$ cat src/rtl/adc_logicomp_gen.sv
// adc_logicomp_gen: samples an ADC code on a programmable-rate tick and compiles it (bypass/average/max/min)
// Ports:
//   wb_clk_i  system clock, rising edge
//   wb_rst_n  asynchronous active-low reset
//   en_i      block enable; low idles and flushes the window
//   mode_i    00 bypass, 01 average, 10 max, 11 min
//   div_i     sample period minus one, in clocks
//   adc_i     raw ADC code
//   data_o    compiled result, registered
//   valid_o   one-cycle pulse when data_o updates
//   busy_o    window partially filled (windowed modes only)
module adc_logicomp_gen #(
  parameter int DATA_W   = 10,
  parameter int AVG_LOG2 = 2,
  parameter int DIV_W    = 4
) (
  input  logic              wb_clk_i,
  input  logic              wb_rst_n,
  input  logic              en_i,
  input  logic [1:0]        mode_i,
  input  logic [DIV_W-1:0]  div_i,
  input  logic [DATA_W-1:0] adc_i,
  output logic [DATA_W-1:0] data_o,
  output logic              valid_o,
  output logic              busy_o
);
  localparam int ACC_W = DATA_W + AVG_LOG2;
  localparam logic [1:0] MODE_BYP = 2'b00;
  localparam logic [1:0] MODE_AVG = 2'b01;
  localparam logic [1:0] MODE_MAX = 2'b10;
  logic [DIV_W-1:0]    r_div_cnt;
  logic [AVG_LOG2-1:0] r_cnt;
  logic [ACC_W-1:0]    r_acc;
  logic [DATA_W-1:0]   r_ext;
  logic [DATA_W-1:0]   r_data;
  logic [1:0]          r_mode;
  logic                r_valid;
  logic                w_tick;
  logic                w_flush;
  logic                w_last;
  logic [ACC_W-1:0]    w_sum;
  logic [DATA_W-1:0]   w_ext;
  assign w_tick  = en_i && (r_div_cnt == div_i);
  assign w_flush = r_mode != mode_i;
  assign w_last  = r_cnt == {AVG_LOG2{1'b1}};
  assign w_sum   = r_acc + ACC_W'(adc_i);
  // first sample of a window loads the extreme unconditionally
  assign w_ext   = (r_cnt == '0) ? adc_i :
                   (r_mode == MODE_MAX) ? ((adc_i > r_ext) ? adc_i : r_ext) :
                                          ((adc_i < r_ext) ? adc_i : r_ext);
  always_ff @(posedge wb_clk_i or negedge wb_rst_n) begin
    if (!wb_rst_n) begin
      r_div_cnt <= '0;
      r_cnt     <= '0;
      r_acc     <= '0;
      r_ext     <= '0;
      r_data    <= '0;
      r_mode    <= MODE_BYP;
      r_valid   <= 1'b0;
    end else begin
      r_mode    <= mode_i;
      r_valid   <= 1'b0;
      r_div_cnt <= (!en_i || w_tick) ? '0 : r_div_cnt + 1'b1;
      // a mode change drops the partial window and any sample ticking this cycle
      if (!en_i || w_flush) begin
        r_cnt <= '0;
        r_acc <= '0;
        r_ext <= '0;
      end else if (w_tick && r_mode != MODE_BYP) begin
        r_cnt <= r_cnt + 1'b1;
        r_acc <= w_last ? '0 : w_sum;
        r_ext <= w_last ? '0 : w_ext;
        if (w_last) begin
          r_valid <= 1'b1;
          r_data  <= (r_mode == MODE_AVG) ? w_sum[ACC_W-1:AVG_LOG2] : w_ext;
        end
      end else if (w_tick) begin
        r_valid <= 1'b1;
        r_data  <= adc_i;
      end
    end
  end
  assign data_o  = r_data;
  assign valid_o = r_valid;
  assign busy_o  = (r_mode != MODE_BYP) && (r_cnt != '0);
endmodule

$ cat config.mk
export PLATFORM = sky130hd
export DESIGN_NAME = adc_logicomp_gen
export DESIGN_NICKNAME = d
export VERILOG_FILES = /design/src/rtl/adc_logicomp_gen.sv
export SDC_FILE = /design/constraint.sdc
export NUM_CORES = 1
export LEC_CHECK = 0
export BUFFER_PORTS_ARGS = -buffer_cell sky130_fd_sc_hd__buf_2
export CORE_MARGIN = 2
export CORE_UTILIZATION = 55
export CTS_CLUSTER_SIZE = 12
export DETAILED_ROUTE_END_ITERATION = 10
export PLACE_DENSITY = 0.76
export REMOVE_ABC_BUFFERS = 1
export SKIP_CTS_REPAIR_TIMING = 1
export SYNTH_ARGS = -nofsm -noshare
export SYNTH_HDL_FRONTEND = slang
export SYNTH_SLANG_ARGS = --single-unit
$ cat constraint.sdc
create_clock -name wb_clk_i -period 2.5 [get_ports wb_clk_i]
set_clock_uncertainty 0.15 [all_clocks]
set_input_delay 0 -clock wb_clk_i [delete_from_list [all_inputs] [get_ports wb_clk_i]]
set_output_delay 0 -clock wb_clk_i [all_outputs]
set_load 0.02 [all_outputs]
# [Word-level counts from Yosys, hierarchy flattened]
# Cells that the tools add are included.
[totals] register_bits=41 word_cells=52 in_bits=19 out_inout_bits=12
[op_classes] n_bitwise=1 n_eq_ne=6 addsub=3 reduce_logical=12 n_lt_le_gt_ge=2 mux=21
[ops] op="2-to-1 mux 10 bit" n=11
[ops] op="2-to-1 mux 12 bit" n=3
[ops] op="adder 12 x 10 -> 12 bit" n=1
[ops] op="> comparator 10 bit" n=1
[ops] op="< comparator 10 bit" n=1
[ops] op="nonzero test 2 bit" n=4
[ops] op="adder 4 x 1 -> 4 bit, second input constant" n=1
[ops] op="== test 2 bit, second input constant" n=2
[ops] op="== test 4 bit" n=1
[ops] op="2-to-1 mux 1 bit" n=4
[ops] op="2-to-1 mux 2 bit" n=2
[ops] op="2-to-1 mux 4 bit" n=1
[ops] op="logical AND 1 bit" n=3
[ops] op="AND reduction 3 bit" n=1
[ops] op="adder 2 x 1 -> 2 bit, second input constant" n=1
[ops] op="== test 2 x 1 -> 1 bit, second input constant" n=1
[ops] op="zero test 2 bit" n=1
[ops] op="logical OR 1 bit" n=2
[ops] op="inequality test 2 bit" n=1
[ops] op="inequality test 2 bit, second input constant" n=1
[ops] op="zero test 1 bit" n=1
[ops] op="inverter 1 bit" n=1

# [Logic depth before layout (Yosys ltp)]
[depth] word_depth=7 depth_mapped=10 mapped_depth_nobuf=10

# [Worst setup path before layout]
# Ideal clock, no wire load.
[synth_timing] path_type="reg2reg" startpoint="register r_acc[0]" endpoint="register r_acc[10]" stages_incl_launch_ff=11 arrival_ns=2.068 setup_time_ns=0.078 slack_ns=0.204 path_buffers=0 cell_sequence="dfrtp_1 ha_1 inv_1 fa_1 nand2b_1 a21oi_1 nor2_1 a211oi_1 o21ai_0 a211oi_1 o21bai_1"
[synth_via] elab_chain_cells=4
[synth_lines] element="start, declared" line_no="33" source="logic [ACC_W-1:0] r_acc;"
[synth_lines] element="start signal, assigned" line_no="71" source="r_acc <= w_last ? '0 : w_sum;"
[synth_lines] element="adder 12 x 10 -> 12 bit" line_no="46" source="assign w_sum = r_acc + ACC_W'(adc_i);"
[synth_lines] element="2-to-1 mux 12 bit" line_no="71"
[synth_lines] element="2-to-1 mux 12 bit" line_no="69" source="end else if (w_tick && r_mode != MODE_BYP) begin"
[synth_lines] element="2-to-1 mux 12 bit" line_no="65" source="if (!en_i || w_flush) begin"
# No other way between the ends. The select of a mux whose other input is x is not followed.
# A chain may end at the register's enable or synchronous reset.

# [Worst setup path after layout]
[layout_timing] startpoint="register r_ext[8]" endpoint="register r_data[0] (netlist: data_o[0])"
[layout_via] elab_chain_cells=7
[layout_lines] element="start, declared" line_no="34" source="logic [DATA_W-1:0] r_ext;"
[layout_lines] element="start signal, assigned" line_no="72" source="r_ext <= w_last ? '0 : w_ext;"
[layout_lines] element="< comparator 10 bit or > comparator 10 bit (tied branches)" line_no="50, 49"
[layout_lines] element="2-to-1 mux 10 bit (on tied branches)" line_no="50, 49"
[layout_lines] element="2-to-1 mux 10 bit (*)" line_no="49" source="(r_mode == MODE_MAX) ? ((adc_i > r_ext) ? adc_i : r_ext) :"
[layout_lines] element="2-to-1 mux 10 bit (*)" line_no="48" source="assign w_ext = (r_cnt == '0) ? adc_i :"
[layout_lines] element="2-to-1 mux 10 bit (*)" line_no="75" source="r_data <= (r_mode == MODE_AVG) ? w_sum[ACC_W-1:AVG_LOG2] : w_ext;"
[layout_lines] element="2-to-1 mux 10 bit (*)" line_no="73" source="if (w_last) begin"
[layout_lines] element="2-to-1 mux 10 bit (*)" line_no="69"
[layout_lines] element="end signal, assigned" line_no="75"
[layout_lines] element="end signal, assigned" line_no="79" source="r_data <= adc_i;"
[layout_lines] element="end, declared" line_no="35" source="logic [DATA_W-1:0] r_data;"
# Every way passes the cells marked *; elsewhere a longest branch is shown, timed or not. The select of a mux whose other input is x is not followed.

==> out/qor.yml <==
sta:
  finalHoldViolations: 1
  min_period_ns: 2.427
  setup_violations: 0
  slew_violations: 0
  worstMarginPinSlew_ns: 0.9381
  fin_crit_sh: 0.9707
  max_freq_ghz: 0.4121
  max_slew_margin: 0.3746
  holdWs_ns: -0.0008462
  worst_slack_ns: 0.07322
min_path:
  min_from: "adc_i[0]"
  whs_endpoint: "r_acc[0]$_DFFE_PN0P_"
  holdPathStages: 3
  min_path_type: "in2reg"
status:
  outcome: "finished, violations left"
  violations: "hold timing"
cells_and_area:
  seqCellArea_um2: 1026
  area_growth_pct: 22.01
  postLayoutCellArea_um2: 3371
  instances_no_fill: 428
  postLayoutCoreUtil: 0.7043
  n_antenna_cell: 0
  num-fill-cells: 416
  multi_input_area_um2: 1669
  nNetsFinal: 403
  final_layout_size_suffix_gt1_frac: 0.1994
synth:
  yosys_warnings: 0
  syn_avg_cell_area_um2: 9.058
  synth_cells: 305
  async_flop_share: 1.000
  ys.flop_type: "dfrtp_1"
  ys_ff_latch: 41
  synth_common_cells: "41 x dfrtp_1, 34 x nand2_1, 33 x o21ai_0"
  ys_seq_area_frac: 0.3714
  synth_area_um2: 2763
  synth_top_area_share: 0.3714
  synth_top_area_cell: "dfrtp_1"
  synth_most_common_cell: "dfrtp_1"
  synth_cell_type_count: 46
  synth-edff-count: 0
  yosys-top-cells-area: "dfrtp_1 37%, ha_1 10%, o21ai_0 6.0%"
detailed_routing:
  route.met2.wl_mm: 3.193
  dr_total_vias: 2472
  first_pass_iters: 4
  wl_met3_um: 434
  drc_errors: 0
  wirelength_mm: 6.867
  highest_layer: "met4"
  via_per_inst: 5.776
  ant_nets: 0
  wire_per_inst_um: 16.04
  wl_met1_mm: 3.103
  dr.first_iter.drc_count: 159
critical_path:
  worstPathRequired_ns: 2.51
  arrival_ns: 2.44
  reg2reg_depth: 10
  rrSetupSlack_ns: 0.07
  critPathMaxFanout: 6
  timing.rr.end: "data_o[0]$_DFFE_PN0P_"
  end_kind: "flop"
  cp_slowest_cell: "dfrtp_1"
  slowest_delay_ns: 0.37
  worst-setup-path-type: "reg2reg"
  r2r_start: "r_ext[8]$_DFFE_PN0P_"
  path_cells: "inv_1 -> ha_1 -> nand2_1 -> o21ai_2 -> mux2_2 -> o32a_1 -> nand2_2 -> buf_6 -> mux2i_1 -> o221ai_1"
  crit_path_start_kind: "flop"
clock_tree:
  clkTransAtPathRegs_ns: 0.08
  cts_max_level: 2
  worstSkewPairLatency_ns: 0.29
  clock-root-buffer: "clkbuf_8"
  numCtsBuffers: 5
  clock_path_buffers: 2
  cts_tree: "built"
  cts.sinks: 41
power:
  p_comb_frac: 0.193
  p_sw_frac: 0.2873
  ir_drop_v: 0.0002804
  p_sw_w: 0.0004270
  seq_power_share: 0.482
  power.share.clock: 0.325
  power_leakage_nw: 1.520
  power_density_nw_per_um2: 440.9
  internal-power_w: 0.001059
floorplan:
  die_w_um: 74.88
  die_y_um: 74.88
  core_area_um2: 4786
  num_rows: 25
  ios: 31
  fp.dieArea_um2: 5606
  initial_utilization: 0.5773
placed_design:
  place_area_um2: 3044
  place_congestion: 0.8795
  place_hpwl_mm: 4.944
  dpl.cell_count: 404
  dp_slack_ns: 0.005046
  io_buffers: 30
global_route:
  grt_pass1_wl_mm: 11.16
  antenna_found_initial: 0
  grt_overflow_total: 0
  grt_max_degree: 42
  grt_pass1_vias: 2311
  grt.total_usage: 0.2612
job:
  cap_violations: 0
## layout make-up
class,instances,area share
repair buffers,57,0.1210
well taps,67,0.02487
flip-flops and latches,41,0.3044
clock buffers,7,0.02858
multi-input cells,233,0.4952
inverters,22,0.02450
clock inverters,1,0.001485
## logic make-up (layout without fill, tap and decap cells)
kind of cell | after synthesis | count (layout) | share of synthesized area
compound gates | 93 | 93 | 0.2165
simple gates | 90 | 90 | 0.1667
flops | 41 | 41 | 0.3714
buf+inv | 31 | 87 | 0.04710
fa+ha+maj | 24 | 24 | 0.1114
xor+xnor | 17 | 17 | 0.05390
mux | 9 | 9 | 0.03306
## how the worst max path moves through the flow
| stage | depth (start not counted) | startpoint | end | slack (ns) |
|---|---|---|---|---|
| finish | 10 | r_ext[8]$_DFFE_PN0P_ | data_o[0]$_DFFE_PN0P_ | 0.07 |
| CTS | 10 | r_acc[0]$_DFFE_PN0P_ | r_acc[10]$_DFFE_PN0P_ | -0.005 |
| global placement | 10 | r_acc[0]$_DFFE_PN0P_ | r_acc[10]$_DFFE_PN0P_ | 0.08 |
| detailed placement | 10 | r_acc[0]$_DFFE_PN0P_ | r_acc[10]$_DFFE_PN0P_ | 0.005 |
| global route | 10 | r_ext[8]$_DFFE_PN0P_ | data_o[5]$_DFFE_PN0P_ | -0.02 |
| floorplan | 7 | r_div_cnt[1]$_DFF_PN0_ | data_o[0]$_DFFE_PN0P_ | 0.13 |
## flip-flops by register name, summed over array words and instances (netlist names)
| name | cells |
|---|---|
| data_o | 10 |
| valid_o | 1 |
| r_div_cnt | 4 |
| r_cnt | 2 |
| r_mode | 2 |
| r_ext | 10 |
| r_acc | 12 |
## layout by cell type, fill, tap and decap left out, drive strengths merged, types with 2 or more instances in the layout
master	instances
a21oi	16
o221ai	3
a31o	2
ha	23
o211ai	4
nand3	7
clkbuf	7
or2	2
xnor2	9
dlygate4sd3	14
inv	22
nor2	18
buf	43
nor3	4
mux2i	8
o31ai	2
dfrtp	41
xor2	8
or3	4
nor2b	4
nand2b	7
a31oi	4
o21bai	2
a22o	16
o21ai	34
a211oi	3
a21o	3
nand2	35
nand4	3
o21a	2
## per-stage QoR
step | total power [W] | setup TNS, ns
2_1_floorplan | 0.0008791 | 0
3_3_place_gp | 0.0009810 | 0
3_5_place_dp | 0.0009868 | 0
4_1_cts | 0.001471 | -0.005336
5_1_grt | 0.001551 | -0.04366
6_report | 0.001486 | 0
## layer usage
metal	vias up	GRT usage
met5	-	0
met4	0	0.08929
met3	14	0.04150
met2	90	0.4084
met1	1166	0.3711
li1	1202	-
## critical path: cells and delay by family (launching register included)
family          cells  cell delay (ns)
compound gates      3             0.51
buf+inv             2             0.21
flops               1             0.37
fa+ha+maj           1             0.29
simple gates        2             0.17
mux                 2             0.58
## power groups by stage
stage / registers, W / clock network, W / logic, W
after floorplan: 0.000754 / 0 / 0.000125
after global placement: 0.000729 / 0 / 0.000252
after detailed placement: 0.000729 / 0 / 0.000257
after CTS: 0.000716 / 0.000494 / 0.000260
after global routing: 0.000721 / 0.000515 / 0.000315
final: 0.000716 / 0.000484 / 0.000286
Note: power is estimated with default switching activity, not from simulation.
